**src/rtl/keypad_pkg.sv**
```systemverilog
// Shared keypad definitions: line patterns, key_pos encoding, digit map, emulator states.
// Latency: n/a (types and pure functions); backpressure: n/a.
package keypad_pkg;

  typedef enum logic [2:0] {
    ST_IDLE       = 3'd0,
    ST_BOUNCE_IN  = 3'd1,
    ST_HOLD       = 3'd2,
    ST_BOUNCE_OUT = 3'd3,
    ST_GAP        = 3'd4
  } state_t;

  // key_pos = {row_idx, col_idx}; index 0 is the MSB line on both row and column buses
  typedef struct packed {
    logic [1:0] row_idx;
    logic [1:0] col_idx;
  } key_pos_t;

  localparam logic [3:0] LINE_IDLE = 4'b1111;
  localparam logic [3:0] PAT_0     = 4'b0111;
  localparam logic [3:0] PAT_1     = 4'b1011;
  localparam logic [3:0] PAT_2     = 4'b1101;
  localparam logic [3:0] PAT_3     = 4'b1110;

  // Digits in key_pos order, first nibble is key_pos 0; must match the scanning reader
  localparam logic [63:0] DIGIT_MAP = 64'h147F_2580_369F_ABCD;

  function automatic logic [3:0] one_cold(input logic [1:0] idx);
    logic [3:0] pat;
    case (idx)
      2'd0:    pat = PAT_0;
      2'd1:    pat = PAT_1;
      2'd2:    pat = PAT_2;
      default: pat = PAT_3;
    endcase
    return pat;
  endfunction

  function automatic logic [3:0] key_digit(input key_pos_t pos);
    logic [3:0] p;
    p = pos;
    return DIGIT_MAP[{~p, 2'b00} +: 4];
  endfunction

endpackage

```
**src/rtl/keypad_matrix_switch.sv**
```systemverilog
// Passive switch model: pulls the key's column low while closed and its row is strobed.
// Latency: zero (combinational row->column); backpressure: none.
module keypad_matrix_switch
  import keypad_pkg::*;
(
  input  logic     [3:0] row,
  input  logic           contact,
  input  key_pos_t       key_pos,
  output logic     [3:0] column
);

  logic row_hit;

  // Only the key's own row line matters; other low rows are invisible to this switch
  assign row_hit = (row | one_cold(key_pos.row_idx)) != LINE_IDLE;
  assign column  = (contact && row_hit) ? one_cold(key_pos.col_idx) : LINE_IDLE;

endmodule

```
**src/rtl/keypad_emulator.sv**
```systemverilog
// 4x4 keypad emulator: press sequence bounce-in/hold/bounce-out/gap driving a matrix switch.
// Latency: contact changes one cycle after transfer; backpressure: key_ready only in IDLE.
module keypad_emulator
  import keypad_pkg::*;
#(
  parameter int HOLD_CYCLES   = 1_500_000,
  parameter int BOUNCE_CYCLES = 50_000,
  parameter int TOGGLE_CYCLES = 5_000,
  parameter int GAP_CYCLES    = 1_000_000
) (
  input  logic       clk,
  input  logic       rst,
  input  logic       key_valid,
  input  logic [3:0] key_pos,
  output logic       key_ready,
  input  logic [3:0] row,
  output logic [3:0] column,
  output logic       contact,
  output logic       busy,
  output logic       done
);

  localparam int MAX_HB  = (HOLD_CYCLES > BOUNCE_CYCLES) ? HOLD_CYCLES : BOUNCE_CYCLES;
  localparam int MAX_TG  = (TOGGLE_CYCLES > GAP_CYCLES) ? TOGGLE_CYCLES : GAP_CYCLES;
  localparam int MAX_CYC = (MAX_HB > MAX_TG) ? MAX_HB : MAX_TG;
  localparam int CNT_W   = $clog2(MAX_CYC) + 1;
  localparam int TGL_W   = $clog2(TOGGLE_CYCLES) + 1;

  state_t             state;
  state_t             state_nxt;
  logic [CNT_W-1:0]   cnt;
  logic [TGL_W-1:0]   tgl;
  logic [31:0]        limit;
  key_pos_t           pos_q;
  logic               contact_nxt;
  logic               xfer;
  logic               cnt_last;
  logic               bouncing;
  logic               entering;
  logic               entering_bounce;
  logic               tgl_last;

  assign xfer     = key_valid && key_ready;
  assign bouncing = (state == ST_BOUNCE_IN) || (state == ST_BOUNCE_OUT);
  assign cnt_last = (32'(cnt) + 32'd1) >= limit;
  assign tgl_last = bouncing && ((32'(tgl) + 32'd1) >= 32'(TOGGLE_CYCLES));
  assign entering = state_nxt != state;
  assign entering_bounce = entering &&
                           ((state_nxt == ST_BOUNCE_IN) || (state_nxt == ST_BOUNCE_OUT));

  always_ff @(posedge clk) begin
    if (!rst) begin
      state   <= ST_IDLE;
      cnt     <= '0;
      tgl     <= '0;
      contact <= 1'b0;
      done    <= 1'b0;
      pos_q   <= '0;
    end else begin
      state   <= state_nxt;
      contact <= contact_nxt;
      done    <= (state == ST_GAP) && (state_nxt == ST_IDLE);
      if (xfer) begin
        pos_q <= key_pos_t'(key_pos);
      end
      if (entering || (state == ST_IDLE)) begin
        cnt <= '0;
      end else begin
        cnt <= cnt + CNT_W'(1);
      end
      if (entering_bounce || tgl_last) begin
        tgl <= '0;
      end else if (bouncing) begin
        tgl <= tgl + TGL_W'(1);
      end
    end
  end

  always_comb begin
    limit = 32'd0;
    case (state)
      ST_BOUNCE_IN, ST_BOUNCE_OUT: limit = 32'(BOUNCE_CYCLES);
      ST_HOLD:                     limit = 32'(HOLD_CYCLES);
      ST_GAP:                      limit = 32'(GAP_CYCLES);
      default:                     limit = 32'd0;
    endcase
  end

  always_comb begin
    state_nxt = state;
    case (state)
      ST_IDLE: begin
        if (xfer) begin
          state_nxt = (BOUNCE_CYCLES == 0) ? ST_HOLD : ST_BOUNCE_IN;
        end
      end
      ST_BOUNCE_IN: begin
        if (cnt_last) state_nxt = ST_HOLD;
      end
      ST_HOLD: begin
        if (cnt_last) state_nxt = (BOUNCE_CYCLES == 0) ? ST_GAP : ST_BOUNCE_OUT;
      end
      ST_BOUNCE_OUT: begin
        if (cnt_last) state_nxt = ST_GAP;
      end
      ST_GAP: begin
        if (cnt_last) state_nxt = ST_IDLE;
      end
      default: state_nxt = ST_IDLE;
    endcase

    // Contact is registered, so it follows the state being entered, not the current one
    contact_nxt = 1'b0;
    case (state_nxt)
      ST_HOLD:       contact_nxt = 1'b1;
      ST_BOUNCE_IN:  contact_nxt = entering ? 1'b1 : (contact ^ tgl_last);
      ST_BOUNCE_OUT: contact_nxt = entering ? 1'b0 : (contact ^ tgl_last);
      default:       contact_nxt = 1'b0;
    endcase
  end

  always_comb begin
    busy      = state != ST_IDLE;
    key_ready = rst && (state == ST_IDLE);
  end

  keypad_matrix_switch u_switch (
    .row     (row),
    .contact (contact),
    .key_pos (pos_q),
    .column  (column)
  );

endmodule

```
**config.mk**
```make
export PLATFORM = sky130hd
export DESIGN_NAME = keypad_emulator
export DESIGN_NICKNAME = d
export VERILOG_FILES = /design/src/rtl/keypad_pkg.sv /design/src/rtl/keypad_matrix_switch.sv /design/src/rtl/keypad_emulator.sv
export SDC_FILE = /design/constraint.sdc
export NUM_CORES = 1
export LEC_CHECK = 0
export CORE_AREA = 8 8 86 88
export CTS_CLUSTER_SIZE = 30
export DETAILED_ROUTE_END_ITERATION = 8
export DIE_AREA = 0 0 94 96
export PLACE_DENSITY = 0.73
export SYNTH_ARGS = -nofsm -noshare
export SYNTH_HDL_FRONTEND = slang
export SYNTH_SLANG_ARGS = --single-unit
```
**constraint.sdc**
```tcl
create_clock -name clk -period 3.21 [get_ports clk]
set_clock_uncertainty 0.15 [all_clocks]
set_input_delay 0.4815 -clock clk [delete_from_list [all_inputs] [get_ports clk]]
set_output_delay 0.4815 -clock clk [all_outputs]
set_load 0.005 [all_outputs]
```
== Yosys cells after proc, flatten, opt, wreduce, memory -nomap -nowiden ==
Cells that the tools add are included.
Operators by class
  muxes and demuxes: 13
  equality and inequality tests: 13
  order comparisons: 2
  bitwise gates (word level): 3
  reductions and logical operators: 18
  add/subtract/negate cells: 4
Operators by type and width (count)
  $pmux W21 S3: 1
  $ge A23 B32 Y1: 1
  $pmux W4 S3: 2
  $add A22 B1 Y23 const B: 1
  $add A22 B1 Y22 const B: 1
  $add A14 B1 Y15 const B: 1
  $ge A15 B13 Y1 const B: 1
  $mux W3: 5
  $pmux W3 S5: 1
  $add A14 B1 Y14 const B: 1
  $eq A3 B2 Y1 const B: 4
  $eq A3 B1 Y1 const B: 2
  $logic_and A1 B1 Y1: 6
  $logic_not A3 Y1: 2
  $reduce_or A2 Y1: 3
  $eq A2 B1 Y1 const B: 2
  $eq A2 B2 Y1 const B: 2
  $logic_not A2 Y1: 2
  $logic_or A1 B1 Y1: 4
  $mux W4: 1
  $ne A4 B4 Y1 const B: 1
  $or A4 B4 Y4: 1
  $eq A3 B3 Y1 const B: 1
  $ne A3 B3 Y1: 1
  other kinds (5): 6
Word-level totals
  input bits: 11
  flip-flop bits (word level): 45
  word-level logic and storage cells: 60
  output and inout port bits: 8

== Longest topological paths before layout ==
  depth after elaboration: 11
  mapped depth: 14
  gate-level depth less buffers: 13

== Hierarchy ==
From an unflattened synthesis, not the netlist that was laid out.
Second synthesis, totals
  cell total of the unflattened synthesis: 328
  area total of the unflattened synthesis: 2844.0 um^2
Modules (own cells, without submodules)
  keypad_emulator: cells each 314, times used 1, area an instance 2705.1 um^2, seq. area each 900.9 um^2
  keypad_matrix_switch: cells each 14, times used 1, area an instance 138.9 um^2, seq. area each 0.0 um^2

== Worst setup path before layout ==
No wires, ideal clock.
  path type: register to register
  start point: reg cnt[0]
  end point: reg tgl[10]
  arrival time: 3162 ps
  data required time: 2982 ps
  path buffers: 1
  clock period less this slack: 3390 ps
  library setup time: 78 ps
  setup slack: -180 ps
  stages on the path, launching flop included: 15
  cells stage by stage: dfxtp_1 ha_1 nand4_1 nor4_1 nand2_1 xnor2_1 ha_1 nand3_1 or2_2 nor3_1 and4_1 a2111oi_4 nor2_2 buf_2 nor3_1
Between the ends
  word-level cells in the longest chain between the ends: 9
  elaborated cells between the ends (all ways): 14
  those cells by class: 1 x add/sub; 1 x order compare; 3 x eq/ne; 5 x mux; 4 x reduce/logical
Ends and longest elaborated chain
  from (decl): line keypad_emulator.sv:31  | logic [CNT_W-1:0] cnt;
  from (signal assigned): line keypad_emulator.sv:69  | cnt <= cnt + CNT_W'(1);
  $add A22 B1 Y23 (*): line keypad_emulator.sv:45  | assign cnt_last = (32'(cnt) + 32'd1) >= limit;
  $ge A23 B32 Y1 (*): line keypad_emulator.sv:45
  $mux W3 (on tied branches)
  $pmux W3 S5 (*): line keypad_emulator.sv:91  | case (state)
  $eq A3 B1 Y1 or $eq A3 B2 Y1 (tied branches): line keypad_emulator.sv:49  | ((state_nxt == ST_BOUNCE_IN) || (state_nxt == ST_BOUNCE_OUT));
  $logic_or A1 B1 Y1: line keypad_emulator.sv:49
  $logic_and A1 B1 Y1 (*): line keypad_emulator.sv:48  | assign entering_bounce = entering &&
  $logic_or A1 B1 Y1 (*): line keypad_emulator.sv:71  | if (entering_bounce || tgl_last) begin
  $reduce_or A2 Y1 (no line) (*)
  to (signal assigned): line keypad_emulator.sv:74  | tgl <= tgl + TGL_W'(1);
  to (decl): line keypad_emulator.sv:32  | logic [TGL_W-1:0] tgl;
Every way passes the cells marked *; elsewhere a longest branch is shown, timed or not.
A chain may end at the register's enable or synchronous reset.

== Worst setup path after layout ==
  start point: reg cnt[1]
  end point: reg cnt[5]
Between the ends
  word-level cells in the longest chain between the ends: 7
  elaborated cells between the ends (all ways): 11
  those cells by class: 2 x add/sub; 1 x order compare; 1 x eq/ne; 5 x mux; 2 x reduce/logical
Ends and longest elaborated chain
  $add A22 B1 Y23: line keypad_emulator.sv:45
  $ge A23 B32 Y1: line keypad_emulator.sv:45
  $mux W3 (on tied branches)
  $pmux W3 S5: line keypad_emulator.sv:91
  $ne A3 B3 Y1: line keypad_emulator.sv:47  | assign entering = state_nxt != state;
  $logic_or A1 B1 Y1: line keypad_emulator.sv:66  | if (entering || (state == ST_IDLE)) begin
  $reduce_or A2 Y1 (no line)
Parallel ways exist; a longest one is shown, timed or not.

==> results.py <==
metrics = {
    "worst_setup_path": {
        "crit_path_end_kind": "flip-flop",
        "cp_max_fo": 8,
        "critPathKind": "flip-flop to flip-flop",
        "required_ps": 3290,
        "start_kind": "flip-flop",
        "arrival_ps": 3490,
    },
    "outcome": {
        "violations": "setup timing",
        "outcome": "complete, but fails checks",
    },
    "final_layout": {
        "fin_util": 0.574,
        "fillCellCount": 540,
        "area_growth_pct": 32.9,
        "fin_area_mm2": 0.00350,
        "nNetsFinal": 390,
        "antenna_cells": 0,
        "final_cell_mix": "38 x dfxtp_1, 27 x nand2_1, 27 x buf_4",
        "drive_gt1_frac": 0.278,
        "layout_commonest_cell": "dfxtp_1",
        "finalNonFillerCells": 440,
    },
    "place": {
        "io_buffers": 18,
        "place_congestion": 0.878,
        "placed_area_mm2": 0.00309,
        "hpwl_um": 4370,
        "dp_slack_ps": -146,
        "placedCellCount": 427,
    },
    "sta": {
        "setup_slack_ps": -200,
        "min_period_ps": 3410,
        "worstMarginPinSlew_ps": 732,
        "finalHoldViolCount": 0,
        "rsz0062_at_grt": "yes",
        "fin_crit_sh": 1.06,
        "setup_violations": 40,
        "fmax_mhz": 293,
        "slew_violations": 0,
        "slew_headroom": 0.512,
    },
    "yosys": {
        "ys.flop_type": "dfxtp_1",
        "synth_top_area_cell": "dfxtp_1",
        "syn_area_mm2": 0.00263,
        "synthMuxAreaShare": 0.0162,
        "syn-num-nets": 343,
        "synth_area_leaders": "dfxtp_1 34%, ha_1 7.6%, xnor2_1 6.7%",
        "yosysWarnings": 0,
        "synth.avg_cell_area_um2": 8.33,
        "synth_top_area_frac": 0.342,
        "synth-edff-count": 0,
        "synth-compound-area-share": 0.105,
        "yosys.area_share.simple": 0.306,
        "ys_async_sr_fraction": 0,
        "synth_adder_area_share": 0.0760,
        "seq_area_frac_synth": 0.342,
        "synth-xor-area-share": 0.123,
        "synth_seq_cells": 45,
        "syn_inst": 316,
        "synth_top_family_by_area": "simple AND/OR/NAND/NOR gates",
        "yosys.cell_types.count": 50,
    },
    "clocking": {
        "path_clk_slew_ps": 80,
        "numCtsBuffers": 5,
        "cts_hold_buffers": 0,
        "htreeDepth": 2,
        "tritoncts": "yes",
        "clock_path_buffers": 2,
        "cts-root-buf": "clkbuf_8",
        "insertion_delay_ps": 300,
        "cts_sinks": 45,
    },
    "floorplanning": {
        "dieWidth_um": 94,
        "core_mm2": 0.00610,
        "rows": 29,
        "dieHeight_um": 96,
        "initial_core_util": 0.432,
        "die-area_mm2": 0.00902,
        "io_pins": 19,
    },
    "routing": {
        "first_pass_iters": 4,
        "wl_per_cell_um": 14.2,
        "first_iter_violations": 75,
        "vias": 2346,
        "routed_wl_um": 6230,
        "viasPerCell": 5.33,
        "antenna_left": 0,
        "drc": 0,
    },
    "power_and_ir_drop": {
        "ir_worst_vdd_uv": 216,
        "powerDensity_mw_per_mm2": 417,
        "power.leakage_uw": 0.00133,
        "p_total_uw": 1460,
    },
    "global_route": {
        "grt_max_degree": 15,
        "antenna_found_initial": 0,
        "overflow": 0,
        "grt_util_all_layers": 0.140,
        "grt_pass1_wl_um": 10300,
        "grt_pass1_vias": 2335,
    },
    "hold_path": {
        "hold_class": "flip-flop to flip-flop",
    },
    "run": {
        "cap_violations": 0,
    },
}
## repair_timing
item	4_1_cts	5_1_grt
endpoints found under the setup margin	40	40
resized for setup	42	27
gates cloned	1	0
setup buffers	4	1
pin swaps	20	12
## Yosys cell counts (all sizes together) (2+ instances only)
master and number:
nor2b 17, nor3 22, nand2 30, buf 3, o31a 2, inv 10
or2 3, and2 6, mux2i 2, nand2b 2, dfxtp 45, or3 3
nand4 13, xnor2 20, nand3b 2, xor2 17, and4 3, a21oi 7
nor4 2, o21ai 9, and3 3, clkbuf 6, nor2 25, nand3 23
a31oi 4, ha 16
## final cells by class
class | instances | area [um2] | share of cell area
multi-input combinational | 251 | 1930 | 0.551
sequential | 45 | 912 | 0.261
timing repair buffer | 49 | 437 | 0.125
tap | 77 | 96.3 | 0.0275
clock buffer | 7 | 86.3 | 0.0247
inverter | 11 | 41.3 | 0.0118
## state kept, by name, summed over array words and instances, names as in the netlist
name	flops
pos_q	4
cnt	22
state	3
contact	1
done	1
tgl	14
## per-layer routing
metal	routed length [um]	vias to the layer above	global-route usage
li1	-	1200	-
met1	2820	1122	0.166
met2	3230	15	0.250
met3	94	9	0.0265
met4	79	0	0.0423
met5	0	-	0
## worst paths after layout
| path | from | to | slack (ps) | cells after the start |
|---|---|---|---|---|
| max | cnt[1]$_SDFF_PP0_ | cnt[5]$_SDFF_PP0_ | -200 | 15 |
| min | pos_q[3]$_SDFFE_PN0P_ | pos_q[3]$_SDFFE_PN0P_ | 320 | 2 |
| max reg2reg | cnt[1]$_SDFF_PP0_ | cnt[5]$_SDFF_PP0_ | -200 | 15 |
| min reg2reg | pos_q[3]$_SDFFE_PN0P_ | pos_q[3]$_SDFFE_PN0P_ | 320 | 2 |
## stage by stage
step	setup TNS (ps)	hold WS, ps
5_1_grt	-14620	339
3_5_place_dp	-3460	307
3_3_place_gp	-601	306
4_1_cts	-1930	320
2_1_floorplan	0	280
6_report	-5740	322
## cell families (layout without fill, tap and decap cells)
group	after synthesis	after routing
compound gates	38	38
xor+xnor	37	37
fa+ha+maj	16	16
buf+inv	20	67
flops	45	45
mux	3	3
other cells	1	1
simple gates	156	156
## report_power, final
part           leakage, uW  switching, uW  internal, uW
Combinational     0.000917            256           232
Clock            0.0000443            183           171
Sequential        0.000368           36.0           583
Total              0.00133            475           985
## worst max-delay path, cell delays in order, from the launching register on
cell       delay (ps)
dfxtp_4           370
ha_4              130
nand4_1           140
nor4_2            280
buf_4             180
nand4_1           160
xnor2_2           200
ha_1              310
nand3_2           110
nor3_4             60
a21bo_4           190
o2bb2ai_4          70
a2111oi_4         490
nand3_2           210
buf_6             200
nor2b_1           100
(Power assumes the default switching activity.)
